===== src/rtl/updown_sweep_ctrl.sv =====
// updown_sweep_ctrl
//   Drives an external up/down counter through n_sweeps full lo->hi->lo
//   sweeps. A run is requested with start in IDLE, limits are latched on
//   acceptance, the counter is loaded with lo, then enabled upward until it
//   reads hi (one-cycle dwell), then downward until it reads lo (dwell),
//   and so on until the requested number of sweeps is complete.
//
// Ports
//   clk, rst_n        clock, asynchronous active-low reset
//   start, abort      run request (IDLE only) / terminate active run
//   lo, hi, n_sweeps  sweep limits and sweep count, latched on start
//   count             counter value fed back from the controlled counter
//   cnt_en/mode/load  counter controls (mode 0 = up, 1 = down)
//   cnt_load_val      value loaded into the counter (latched lo)
//   busy, done, err   run in progress / completion pulse / error pulse
//   sweep_cnt         completed sweeps in the current or last run
//
// All outputs are registered. Because cnt_en is a register, its next value
// is computed from the counter value expected after the coming edge (the
// counter loads with priority, otherwise steps when enabled), so the enable
// drops in exactly the cycle the counter shows the turnaround limit.
module updown_sweep_ctrl #(
  parameter int WIDTH = 4,
  parameter int SW_W  = 4
) (
  input  logic             clk,
  input  logic             rst_n,
  input  logic             start,
  input  logic             abort,
  input  logic [WIDTH-1:0] lo,
  input  logic [WIDTH-1:0] hi,
  input  logic [SW_W-1:0]  n_sweeps,
  input  logic [WIDTH-1:0] count,
  output logic             cnt_en,
  output logic             cnt_mode,
  output logic             cnt_load,
  output logic [WIDTH-1:0] cnt_load_val,
  output logic             busy,
  output logic             done,
  output logic             err,
  output logic [SW_W-1:0]  sweep_cnt
);

  typedef enum logic [2:0] {IDLE, LOAD, UP, DOWN, DONE} state_t;

  state_t           state, state_nx;
  logic [WIDTH-1:0] lo_q, hi_q, lo_nx, hi_nx;
  logic [SW_W-1:0]  n_q, n_nx, sweep_nx;
  logic             err_nx, en_nx, oor;
  logic [WIDTH-1:0] cnt_pred;

  // lo_q is held from acceptance to the next start, so it doubles as the
  // registered load value.
  assign cnt_load_val = lo_q;

  always_comb begin
    state_nx = state;
    lo_nx    = lo_q;
    hi_nx    = hi_q;
    n_nx     = n_q;
    sweep_nx = sweep_cnt;
    err_nx   = 1'b0;
    oor      = (count < lo_q) || (count > hi_q);

    case (state)
      IDLE: begin
        if (start) begin
          if ((lo < hi) && (n_sweeps != '0)) begin
            lo_nx    = lo;
            hi_nx    = hi;
            n_nx     = n_sweeps;
            sweep_nx = '0;
            state_nx = LOAD;
          end else begin
            err_nx = 1'b1;
          end
        end
      end
      LOAD: state_nx = UP;
      UP: begin
        if (oor) begin
          err_nx   = 1'b1;
          state_nx = IDLE;
        end else if (count == hi_q) begin
          state_nx = DOWN;
        end
      end
      DOWN: begin
        if (oor) begin
          err_nx   = 1'b1;
          state_nx = IDLE;
        end else if (count == lo_q) begin
          // saturating: never counts past the requested number
          if (sweep_cnt != n_q) sweep_nx = sweep_cnt + 1'b1;
          state_nx = (sweep_nx == n_q) ? DONE : UP;
        end
      end
      DONE:    state_nx = IDLE;
      default: state_nx = IDLE;
    endcase

    // abort overrides every other transition and suppresses err/increment
    if (abort && (state != IDLE)) begin
      state_nx = IDLE;
      err_nx   = 1'b0;
      sweep_nx = sweep_cnt;
    end

    // counter value expected after this edge, per the load-over-enable rule
    if (cnt_load)    cnt_pred = cnt_load_val;
    else if (cnt_en) cnt_pred = cnt_mode ? count - 1'b1 : count + 1'b1;
    else             cnt_pred = count;

    en_nx = 1'b0;
    case (state_nx)
      UP:      en_nx = (cnt_pred != hi_nx);
      DOWN:    en_nx = (cnt_pred != lo_nx);
      default: en_nx = 1'b0;
    endcase
  end

  always_ff @(posedge clk or negedge rst_n) begin
    if (!rst_n) begin
      state     <= IDLE;
      lo_q      <= '0;
      hi_q      <= '0;
      n_q       <= '0;
      sweep_cnt <= '0;
      cnt_en    <= 1'b0;
      cnt_mode  <= 1'b0;
      cnt_load  <= 1'b0;
      busy      <= 1'b0;
      done      <= 1'b0;
      err       <= 1'b0;
    end else begin
      state     <= state_nx;
      lo_q      <= lo_nx;
      hi_q      <= hi_nx;
      n_q       <= n_nx;
      sweep_cnt <= sweep_nx;
      cnt_en    <= en_nx;
      cnt_mode  <= (state_nx == DOWN);
      cnt_load  <= (state_nx == LOAD);
      busy      <= (state_nx != IDLE);
      done      <= (state_nx == DONE);
      err       <= err_nx;
    end
  end

endmodule


===== config.mk =====
export PLATFORM = sky130hd
export DESIGN_NAME = updown_sweep_ctrl
export DESIGN_NICKNAME = d
export VERILOG_FILES = /design/src/rtl/updown_sweep_ctrl.sv
export SDC_FILE = /design/constraint.sdc
export NUM_CORES = 1
export LEC_CHECK = 0
export ABC_AREA = 1
export BUFFER_PORTS_ARGS = -buffer_cell sky130_fd_sc_hd__buf_2
export CORE_MARGIN = 2
export CORE_UTILIZATION = 40
export CTS_BUF_LIST = sky130_fd_sc_hd__clkbuf_8
export DETAILED_ROUTE_END_ITERATION = 8
export HOLD_SLACK_MARGIN = 0.12
export SYNTH_ARGS = -nofsm -noshare
export SYNTH_HDL_FRONTEND = slang
export SYNTH_SLANG_ARGS = --single-unit

===== constraint.sdc =====
create_clock -name clk -period 2.4 [get_ports clk]
set_input_delay 0.6 -clock clk [delete_from_list [all_inputs] [get_ports clk]]
set_output_delay 0.6 -clock clk [all_outputs]
set_load 0.01 [all_outputs]

[Yosys cells after proc, flatten, opt, wreduce, memory -nomap -nowiden]
Index checks and enable logic that the tools add are counted.
Storage, ports and cells
  input bits: 20
  memories kept: 0
  bits in read-only memories: 0
  RAM bits: 0
  output and inout bits: 14
  flip-flop bits (word level): 25
  bits in latches: 0
Cells by class
  equality and inequality tests: 17
  reduce and logical (&&, ||, !) cells: 11
  bitwise operators: 1
  divide/modulo/power cells: 0
  mux-type cells: 33
  $add $sub $neg: 3
  shifts and indexed selects: 0
  $lt $le $gt $ge: 3
  multipliers: 0
Operator list (number)
  $mux 4: 17
  $mux 3: 8
  $eq 3x2->1 const B: 4
  $eq 4x4->1: 3
  $ne 4x4->1: 3
  $pmux 3 s4: 1
  $add 4x1->4 const B: 2
  $lt 4x4->1: 2
  $ne 2x2->1 const B: 4
  $pmux 4 s2: 1
  $eq 3x1->1 const B: 2
  $reduce_and 6->1: 1
  $reduce_bool 3->1: 2
  $gt 4x4->1: 1
  $mux 1: 4
  $pmux 1 s2: 2
  $reduce_bool 4->1: 1
  $sub 4x1->4 const B: 1
  $eq 3x3->1 const B: 1
  $logic_not 3->1: 1
  $reduce_and 3->1: 1
  $logic_and 1x1->1: 2
  $reduce_bool 2->1: 1
  $reduce_or 2->1: 1
  other kinds (2): 2

[Longest topological paths before layout]
Gate-level depths: netlist (run 1).
  depth after elaboration: 13
  mapped depth: 22
  gate-level depth less buffers: 22

[Worst setup path before layout (run 1)]
No wires, ideal clock.
  kind: input port to flip-flop
  from: input port hi[1]
  to: register cnt_en
  data required time: 2.283 ns
  stages on the path: 17
  arrival: 2.338 ns
  path slack: -0.055 ns
  cell sequence: inv_1 > ha_1 > a21boi_1 > o21ai_1 > nand2_1 > a21oi_1 > and2_1 > nand2_1 > buf_2 > o21ai_0 > inv_1 > nand3_1 > nand3_1 > nand2_1 > nand2_1 > nor2_1 > nor2_1
On the way
  elaborated cells on any way between the ends: 17
RTL lines
  start, declared: line 31  | input logic [WIDTH-1:0] hi,
  $lt 4x4->1: line 68  | if ((lo < hi) && (n_sweeps != '0)) begin
  $logic_and 1x1->1: line 68
  $mux 4: line 68
  $mux 4: line 67  | if (start) begin
  $mux 4: line 65  | case (state)
  named net lo_nx[3]: line 47  | logic [WIDTH-1:0] lo_q, hi_q, lo_nx, hi_nx;
  $ne 4x4->1: line 117  | DOWN: en_nx = (cnt_pred != lo_nx);
  $pmux 1 s2: line 115  | case (state_nx)
  named net en_nx: line 49  | logic err_nx, en_nx, oor;
  end signal, assigned: line 141  | cnt_en <= en_nx;
  end, declared: line 34  | output logic cnt_en,
The timed path passes the listed nets, and every way through them passes these cells.
A chain may end at the register's enable or synchronous reset.

[Final worst setup path (run 1)]
  from: input port count[3]
  to: register cnt_en
On the way
  longest elaborated chain between the ends: 7
  elaborated cells on any way between the ends: 21
Ends and longest elaborated chain
  start, declared: line 33  | input logic [WIDTH-1:0] count,
  $lt 4x4->1 (tied with other cells): line 63  | oor = (count < lo_q) || (count > hi_q);
  $logic_or 1x1->1 (tied with other cells): line 63
  $mux 3, on equally long branches: line 89, 81
  $pmux 3 s4 *: line 65
  $mux 3 *: line 103  | if (abort && (state != IDLE)) begin
  named net state_nx[0]: line 46  | state_t state, state_nx;
  $eq 3x2->1: line 115
  $pmux 1 s2 *: line 115
  named net en_nx: line 49
Mark *: on every way through the listed nets, which the timed path passes. The rest lies on a longest branch.

==> out/metrics.csv, run 1 <==
stage;metric;value;unit
placed_design;Detail Placement HPWL;3980;um
worst_setup_path;CP Launch Type;input port;
worst_setup_path;Crit. End Element;flop;
layout;final core utilization;59.0;%
layout;Reg area;629;um2
sta;unrepaired setup endpoints after global routing;yes;
power;IR drop worst, VDD;527;uV
synthesis;syn_nets;316;
synthesis;synth unique cells;31;
route;Via density;4.66;
clocking;register clock-pin slew on the reported worst setup and hold paths;0.10;ns
grt;GR Layer Usage met3;1.65;%
worst_setup_path;CP Buf/Inv Count;2;
sta;# setup viols final;0;
layout;design area;0.00279;mm2
layout;Multi-input gate area;0.00125;mm2
layout;most common cell after layout, fill and taps aside;nand2_1;
synthesis;Synth Cell Area;0.00195;mm2
synthesis;synth warn;0;
synthesis;Yosys top cell by area;dfrtp_1;
layout;Antenna Cells;0;
synthesis;post-synth top area share;32.1;%
worst_setup_path;most frequent CP cell;nand2_1;
worst_setup_path;crit-path max cell delay;0.32;ns
placed_design;# port buffers;33;
placed_design;routability cong.;0.891;
floorplan;Die Y;73.9;um
route;1st-pass router iterations;4;
floorplan;die width;73.9;um
power;PD cells;1060;mW/mm2
route;# DRC;0;
grt;GRT Total Usage;20.1;%
grt;busiest grt layer;met2;
synthesis;Avg Inst Size Synth;6.95;um2
floorplan;row count;25;
floorplan;Initial Util;41.3;%
worst_setup_path;CP arrival;2.52;ns
floorplan;die area;0.00545;mm2
grt;initial antenna violation count;0;
sta;Max Slew Vio Count;0;
route;DRT Wirelength;5230;um
floorplan;I/O Pins;34;
layout;Finished Layout Cells;434;
worst_setup_path;slowest stage cell, crit path;ha_1;
sta;clock skew;0.0138;ns
placed_design;placed cells;411;
worst_setup_path;cells on worst reg2reg path;15;
layout;Layout fillers;457;
placed_design;Post-DP Area;0.00243;mm2
power;Leak;1.54;nW
layout;share of cells above drive strength 1;38.4;%
sta;final hold violations;0;
run;MaxCap Viol Count;0;
route;Wirelength per Cell;12.1;um
clocking;clk root buf;clkbuf_8;
grt;GR Layer Usage met2;30.9;%
worst_setup_path;Worst Path Max Fanout;8;
grt;global-route wire length before repair;8400;um
layout;commonest cells after routing, fill and taps aside;nand2_1, inv_1, buf_4;
clocking;htree depth;1;
floorplan;Placeable Area;0.00472;mm2
clocking;Clock Latency Late Sink;0.27;ns
layout;Area Growth Syn to Fin;42.8;%
worst_setup_path;cells along the critical path;buf_2, ha_1, nand2_1, o21ai_0, nand2_1, inv_1, nand2_1, a21oi_4, nand2_8, nand2_2, nand3_2, nand2_1, nand2_1, nor2_1, nor2_1;
grt;largest net degree at the start of global routing;26;
layout;Final #Nets;403;
synthesis;cell count after synthesis;281;
clocking;CTS max path bufs;2;
grt;vias in the first global route;1765;
route;DRT antenna net count;0;
grt;met1 global-route usage;30.3;%
clocking;Num CTS Buffers;3;
worst_setup_path;Largest delay share family, worst path;simple AND/OR/NAND/NOR gates;
route;drt initial violations;83;
clocking;CTS Sinks;25;
synthesis;Seq/Total Area, Yosys;32.1;%
sta;Slew HR;60.7;%
route;vias;2021;
clocking;TritonCTS clock tree;done;
sta;fin crit share;97.7;%
grt;GRT overflow;0;
synthesis;FF+latch count, synth;25;
sta;fmax;426;MHz
sta;Least-Margin Pin Slew;0.589;ns
worst_setup_path;critical path depth;15;
worst_hold_path;Hold WC Path Type;in -> async;
outcome;status;finished, final reports clean;
worst_setup_path;Worst Path Required;2.58;ns
worst_setup_path;Crit Path Category;in -> reg;
synthesis;main area contributors after synthesis;dfrtp_1, nand2_1, inv_1;
sta;minimum clock period;2.35;ns
state kept, by name, indices dropped and copies added (netlist names), 3 cells and up:
signal	flops
sweep_cnt	4
state	3
n_q	4
hi_q	4
cnt_load_val	4
per-layer routing:
layer  vias to the layer above  wire length, um
li1                       1075                -
met1                       917             2570
met2                        27             2470
met3                         2              157
met4                         0               38
met5                         -                0
repair_timing:
| action | 4_1_cts | 5_1_grt |
|---|---|---|
| buffers inserted | 0 | 19 |
| gates resized for setup | 0 | 43 |
| hold buffers | 0 | 0 |
| setup endpoints to repair | 0 | 2 |
report_power, final:
| group | internal (W) | switching, W |
|---|---|---|
| sequential | 0.000576 | 0.000143 |
| clock | 0.000115 | 0.000139 |
| combinational | 0.000867 | 0.00110 |
layout make-up:
type	instances	area share [%]
clock buffer	3	1.48
tap	67	3.01
sequential	25	22.6
clock inverter	1	0.135
timing repair buffer	84	19.9
multi-input combinational	195	44.9
inverter	59	7.95
synthesized netlist by cell type, drive strengths merged:
master,count
a211oi,1
a21boi,1
a21oi,9
and2,1
buf,1
clkbuf,1
dfrtp,25
fa,1
ha,14
inv,59
nand2,80
nand3,28
nand3b,2
nand4,4
nor2,18
nor3,1
nor4,1
o211ai,3
o21a,2
o21ai,19
o22ai,5
or3,1
xnor2,3
xor2,1
final timing paths:
kind | from | endpoint | slack (ns)
setup / recovery | count[3] | cnt_en | 0.05
hold / removal | rst_n | hi_q[2] | 0.31
setup reg to reg | cnt_load_val[3] | cnt_en | 0.08
hold reg to reg | hi_q[0] | hi_q[0] | 0.55
max in group asynchronous | rst_n | sweep_cnt[2] | 1.65
min in group clk | hi_q[0] | hi_q[0] | 0.55
through the flow:
step / setup TNS, ns / hold slack (ns) / worst slack, ns / power (W)
final: 0 / 0.313 / 0.0545 / 0.00294
after global routing: -0.143 / 0.376 / -0.143 / 0.00322
after CTS: 0 / 0.338 / 0.00712 / 0.00262
after detailed placement: -0.282 / 0.519 / -0.280 / 0.00236
after global placement: -0.197 / 0.518 / -0.188 / 0.00234
after floorplan: 0 / 0.304 / 0.00102 / 0.00180
logic make-up after synthesis:
| group | count (synthesis) | synth area share, % |
|---|---|---|
| and+or+nand+nor | 136 | 32.3 |
| buffers and inverters | 61 | 11.8 |
| xor gates and xnor gates | 4 | 1.80 |
| AOI/OAI and AO/OA | 40 | 12.1 |
| adders and majority gates | 15 | 10.0 |
| DFF | 25 | 32.1 |
(Power assumes the default switching activity.)
==> run 2, diff against run 1 <==
- MAX_ROUTING_LAYER: not set -> met4
==> run 2 against run 1 <==
First-iteration DRC count up 4.8%. Flip-flop and latch count is the same. Highest routed layer unchanged. Routed wire length rose by 0.25%. Die area unchanged. Sequential share of layout area unchanged. Non-clock buffer count unchanged. Utilization unchanged. Setup slack improved by 0.0043 ns. Sequential power about the same.
==> out/metrics.csv, run 2 (same netlist as run 1, synthesis figures left out) <==
stage;metric;value;unit;change
sta;fmax;427;MHz;+0.18%
sta;final hold slack;0.311;ns;-0.00231 ns
power;PD cells;1060;mW/mm2;+0.14%
power;Leak;1.54;nW;unchanged
outcome;status;finished, final reports clean;;
route;Via density;4.66;;about the same
worst_setup_path;CP Launch Type;input port;;
sta;fin crit share;97.5;%;-0.18 points
layout;most common cell after layout, fill and taps aside;nand2_1;;
grt;GRT overflow;0;;unchanged
layout;share of cells above drive strength 1;38.4;%;unchanged
worst_setup_path;Worst Path Required;2.58;ns;about the same
floorplan;Placeable Area;0.00472;mm2;unchanged
placed_design;# port buffers;33;;unchanged
clocking;cts hold-fix bufs;0;;unchanged
worst_setup_path;Crit. End Element;flop;;
placed_design;Detail Placement HPWL;3980;um;unchanged
clocking;TritonCTS clock tree;done;;
grt;GRT Total Usage;20.7;%;+0.61 points
clocking;htree depth;1;;unchanged
run;MaxCap Viol Count;0;;unchanged
clocking;Clock Latency Late Sink;0.28;ns;about the same
clocking;CTS Sinks;25;;unchanged
route;1st-pass router iterations;4;;unchanged
sta;unrepaired setup endpoints after global routing;yes;;
grt;vias in the first global route;1766;;+0.057%
sta;minimum clock period;2.34;ns;-0.00427 ns
layout;Finished Layout Cells;434;;unchanged
route;# DRC;0;;unchanged
power;total power;0.00295;W;+0.14%
floorplan;die width;73.9;um;unchanged
floorplan;die area;0.00545;mm2;unchanged
grt;largest net degree at the start of global routing;26;;unchanged
clocking;Num CTS Buffers;3;;unchanged
worst_setup_path;crit path launch;count[3];;
clocking;register clock-pin slew on the reported worst setup and hold paths;0.10;ns;about the same
layout;final core utilization;59.0;%;unchanged
sta;Max Slew Vio Count;0;;unchanged
clocking;clk root buf;clkbuf_8;;
floorplan;row count;25;;unchanged
placed_design;placed cells;411;;unchanged
sta;final setup margin;0.0588;ns;+0.00427 ns
worst_hold_path;Hold WC Path Type;in -> async;;
route;DRT Wirelength;5240;um;+0.25%
layout;Final #Nets;403;;unchanged
placed_design;routability cong.;0.906;;+1.7%
sta;final hold violations;0;;unchanged
sta;# setup viols final;0;;unchanged
clocking;CTS max path bufs;2;;unchanged
worst_setup_path;CP arrival;2.52;ns;about the same
route;Wirelength per Cell;12.1;um;+0.25%
route;vias;2023;;+0.099%
route;drt initial violations;87;;+4.8%
sta;clock skew;0.0149;ns;+0.00119 ns
placed_design;pre-CTS setup slack;-0.280;ns;unchanged
floorplan;Die Y;73.9;um;unchanged
floorplan;Initial Util;41.3;%;unchanged
worst_setup_path;Crit Path Category;in -> reg;;
layout;Antenna Cells;0;;unchanged
layout;Area Growth Syn to Fin;42.8;%;unchanged
grt;global-route wire length before repair;8400;um;unchanged
sta;Least-Margin Pin Slew;0.589;ns;+0.0000187 ns
route;DRT antenna net count;0;;unchanged
worst_setup_path;Worst R2R Start;cnt_load_val[3];;
floorplan;I/O Pins;34;;unchanged
grt;initial antenna violation count;0;;unchanged
layout;commonest cells after routing, fill and taps aside;nand2_1, inv_1, buf_4;;
sta;Slew HR;60.7;%;about the same
worst_setup_path;Worst Path Max Fanout;8;;unchanged
power;IR drop worst, VDD;528;uV;+0.12%
==> run 2: cell counts in the layout (fill, tap and decap cells not counted) <==
Identical to the previous run, type by type.
==> run 2: per-stage QoR <==
| step | area [um2] | setup TNS, ns |
|---|---|---|
| 5_1_grt | 2790 | -0.143 |
| 2_1_floorplan | 1950 | 0 |
| 3_3_place_gp | 2430 | -0.197 |
| 4_1_cts | 2480 | 0 |
| 3_5_place_dp | 2430 | -0.282 |
| 6_report | 2790 | 0 |
==> run 2: area by class of cell <==
class | count | area, um2
repair buffers | 84 | 556
clock buffers | 3 | 41.3
inverters | 59 | 221
flip-flops and latches | 25 | 629
well taps | 67 | 83.8
clock inverters | 1 | 3.75
multi-input cells | 195 | 1250
fillers | 457 | 1940
==> run 2: metal layers <==
metal	vias up	wire length [um]	GRT usage, %	share of wire, %
met4	0	38	4.85	0.72
met5	-	0	-	0
met3	2	142	1.65	2.7
met1	921	2600	30.5	49
met2	25	2470	30.8	47
li1	1075	-	-	-
==> run 2: worst paths after layout <==
check	endpoint	depth (start not counted)	slack, ns
min in group clk	hi_q[0]	2	0.55
max	cnt_en	15	0.06
max in group asynchronous	sweep_cnt[2]	1	1.65
max reg2reg	cnt_en	15	0.08
min	hi_q[2]	1	0.31
min reg2reg	hi_q[0]	2	0.55
==> run 2: where the power goes <==
group / total, W / switching (W) / internal [W]
registers: 0.000720 / 0.000144 / 0.000576
clock network: 0.000258 / 0.000143 / 0.000115
logic: 0.00197 / 0.00110 / 0.000867
==> run 2: worst max-delay path, stage by stage <==
cell and delay, ns:
buf_2 0.14, ha_1 0.32, nand2_1 0.06, o21ai_0 0.23, nand2_1 0.15, inv_1 0.10, nand2_1 0.09, a21oi_4 0.28
nand2_8 0.12, nand2_2 0.09, nand3_2 0.07, nand2_1 0.08, nand2_1 0.05, nor2_1 0.09, nor2_1 0.06
==> run 2: timing repair <==
item | in CTS | in global routing
gates resized for setup | 0 | 43
endpoints found under the setup margin | 0 | 2
endpoints found under the hold margin | 0 | 0
setup buffers | 0 | 19
==> run 3, diff against run 2 <==
--- a/config.mk
+++ b/config.mk
@@ -8,5 +8,4 @@
 export ABC_AREA = 1
 export BUFFER_PORTS_ARGS = -buffer_cell sky130_fd_sc_hd__buf_2
-export CORE_MARGIN = 2
 export CORE_UTILIZATION = 40
 export CTS_BUF_LIST = sky130_fd_sc_hd__clkbuf_8
==> constraint.sdc (replaced) <==
create_clock -name clk -period 2.4 [get_ports clk]
set_input_delay 0.6 -clock clk [delete_from_list [all_inputs] [get_ports clk]]
set_output_delay 0.6 -clock clk [all_outputs]
set_load 0.1 [all_outputs]
==> run 3 against run 2 <==
Setup slack better by 0.0085 ns. Count of clock-buffer cells in the layout stayed put. Clock skew is 0.0053 ns lower. Routed wire length is 1.3% higher. Non-clock buffer count is 4 lower. Utilization is 0.34 points higher. Final cell count is 0.92% lower. Hold slack better by 0.0047 ns. Die area is 5.3% lower. Combinational power is 36% higher. Critical path depth is 3 higher. Critical endpoint is now busy. Largest power group unchanged.
==> out/metrics.csv, run 3 (same netlist as run 1, synthesis figures left out) <==
stage;metric;value;unit;change
grt;global-route wire length before repair;8020;um;-4.5%
floorplan;row count;25;;unchanged
worst_setup_path;Crit Path Category;reg -> reg;;
floorplan;die area;0.00516;mm2;-5.3%
grt;GR Layer Usage met2;32.6;%;+1.8 points
grt;largest net degree at the start of global routing;26;;unchanged
sta;setup_tns;0;ns;unchanged
run;MaxCap Viol Count;0;;unchanged
grt;GRT overflow;0;;unchanged
grt;initial antenna violation count;0;;unchanged
clocking;CTS Sinks;25;;unchanged
outcome;status;finished, final reports clean;;
sta;clock skew;0.00962;ns;-0.00533 ns
layout;commonest cells after routing, fill and taps aside;nand2_1, inv_1, buf_4;;
sta;Max Slew Vio Count;0;;unchanged
route;1st-pass router iterations;4;;unchanged
sta;minimum clock period;2.33;ns;-0.00850 ns
worst_hold_path;Hold WC Path Type;in -> async;;
route;vias;2051;;+1.4%
worst_setup_path;CP Launch Type;flop;;
sta;Slew HR;60.6;%;-0.14 points
clocking;TritonCTS clock tree;done;;
grt;met1 global-route usage;28.4;%;-2.1 points
sta;final hold violations;0;;unchanged
sta;fmax;429;MHz;+0.36%
floorplan;Placeable Area;0.00472;mm2;unchanged
clocking;Clock Latency Late Sink;0.28;ns;about the same
layout;Area Growth Syn to Fin;43.6;%;
placed_design;Detail Placement HPWL;3900;um;-2.1%
route;DRT Wirelength;5310;um;+1.3%
route;drt initial violations;78;;-10%
placed_design;routability cong.;0.902;;-0.51%
worst_setup_path;Worst Path Required;2.55;ns;-0.03 ns
grt;vias in the first global route;1737;;-1.6%
power;IR drop worst, VDD;704;uV;+33%
clocking;htree depth;1;;unchanged
worst_setup_path;Worst Path Max Fanout;6;;-2
worst_setup_path;crit path launch;n_q[1];;
layout;most common cell after layout, fill and taps aside;nand2_1;;
power;PD cells;1310;mW/mm2;+24%
clocking;cts hold-fix bufs;0;;unchanged
power;sw power;0.00197;W;+42%
placed_design;placed cells;406;;-1.2%
grt;GR Layer Usage met3;1.83;%;+0.18 points
worst_setup_path;CP arrival;2.49;ns;-0.03 ns
power;Seq pwr share;20.1;%;-4.3 points
layout;Layout fillers;432;;-5.5%
sta;# setup viols final;0;;unchanged
clocking;clk root buf;clkbuf_8;;
layout;Final #Nets;399;;-0.99%
placed_design;# port buffers;33;;unchanged
layout;share of cells above drive strength 1;39.7;%;+1.2 points
route;Wirelength per Cell;12.4;um;+2.2%
clocking;CTS max path bufs;2;;unchanged
grt;busiest grt layer;met2;;
grt;GRT Total Usage;20.5;%;-0.13 points
power;Internal Power;0.00170;W;+9.2%
layout;Antenna Cells;0;;unchanged
clocking;Num CTS Buffers;3;;unchanged
route;DRT antenna net count;0;;unchanged
floorplan;I/O Pins;34;;unchanged
power;Comb pwr share;73.1;%;+6.3 points
clocking;register clock-pin slew on the reported worst setup and hold paths;0.09;ns;about the same
floorplan;Initial Util;41.3;%;unchanged
sta;unrepaired setup endpoints after global routing;yes;;
floorplan;Die Y;71.9;um;-2.7%
floorplan;die width;71.9;um;-2.7%
route;# DRC;0;;unchanged
route;Via density;4.77;;+2.3%
power;Clk network pwr share;6.9;%;-1.8 points
worst_setup_path;Worst R2R Start;n_q[1];;
power;Sw Ratio;53.6;%;+6.5 points
sta;fin crit share;97.2;%;-0.35 points
worst_setup_path;Crit. End Element;flop;;
power;Leak;1.53;nW;-1.1%
sta;Least-Margin Pin Slew;0.591;ns;+0.00204 ns
layout;Finished Layout Cells;430;;-0.92%
run 3: path summary, 6_finish.rpt:
check | to | slack (ns) | cells after the start
worst min-delay path | cnt_load_val[2] | 0.32 | 1
worst max-delay path | busy | 0.07 | 18
max in group asynchronous | n_q[2] | 1.65 | 1
worst min register to register | hi_q[1] | 0.55 | 2
worst max register to register | busy | 0.07 | 18
min in group clk | hi_q[1] | 0.55 | 2
run 3: per-layer routing:
metal / part of all wire (%) / up-vias
met3: 3.1 / 5
li1: - / 1062
met5: 0 / -
met1: 47 / 945
met2: 49 / 39
met4: 1.0 / 0
run 3: layout make-up:
type	count	area, um2	share of cell area (%)
Tap cell	67	83.8	2.99
Sequential cell	25	638	22.8
Multi-Input combinational cell	195	1250	44.6
Clock inverter	1	3.75	0.134
Timing Repair Buffer	80	566	20.2
Clock buffer	3	41.3	1.47
Inverter	59	221	7.90
run 3: what timing repair did:
action	4_1_cts	5_1_grt
pin swaps	1	21
resized for setup	3	51
buffers inserted	2	18
gates cloned	0	0
endpoints found under the setup margin	1	2
run 3: worst max-delay path, stage by stage (launching register included):
cell     delay (ns)
dfrtp_1        0.45
inv_2          0.07
nand2_2        0.07
nand2_2        0.06
nor2_4         0.14
buf_6          0.14
nand3_2        0.08
nand3_1        0.09
nand2_1        0.06
nor2_1         0.08
nand2_1        0.07
nand2_1        0.09
nand2_1        0.07
nand2_2        0.07
nand2_4        0.11
buf_6          0.16
nand3_4        0.06
inv_2          0.04
or3_1          0.29
run 3: stage by stage:
step / setup WS [ns] / area (um2) / utilization, % / hold WS [ns] / total power (W)
after CTS: 0.0368 / 2480 / 52.4 / 0.333 / 0.00318
final: 0.0673 / 2800 / 59.3 / 0.316 / 0.00367
after global routing: -0.0864 / 2800 / 59.3 / 0.355 / 0.00394
after detailed placement: -0.350 / 2410 / 50.9 / 0.522 / 0.00288
after global placement: -0.259 / 2410 / 50.9 / 0.510 / 0.00287
after floorplan: 0.000745 / 1970 / - / 0.304 / 0.00230
run 3: power by group through the flow:
stage / clock network, W / registers, W / logic [W]
final: 0.000252 / 0.000736 / 0.00268
after floorplan: 0 / 0.00122 / 0.00107
after global routing: 0.000280 / 0.000749 / 0.00291
after CTS: 0.000263 / 0.000733 / 0.00218
after global placement: 0 / 0.000737 / 0.00213
after detailed placement: 0 / 0.000740 / 0.00215
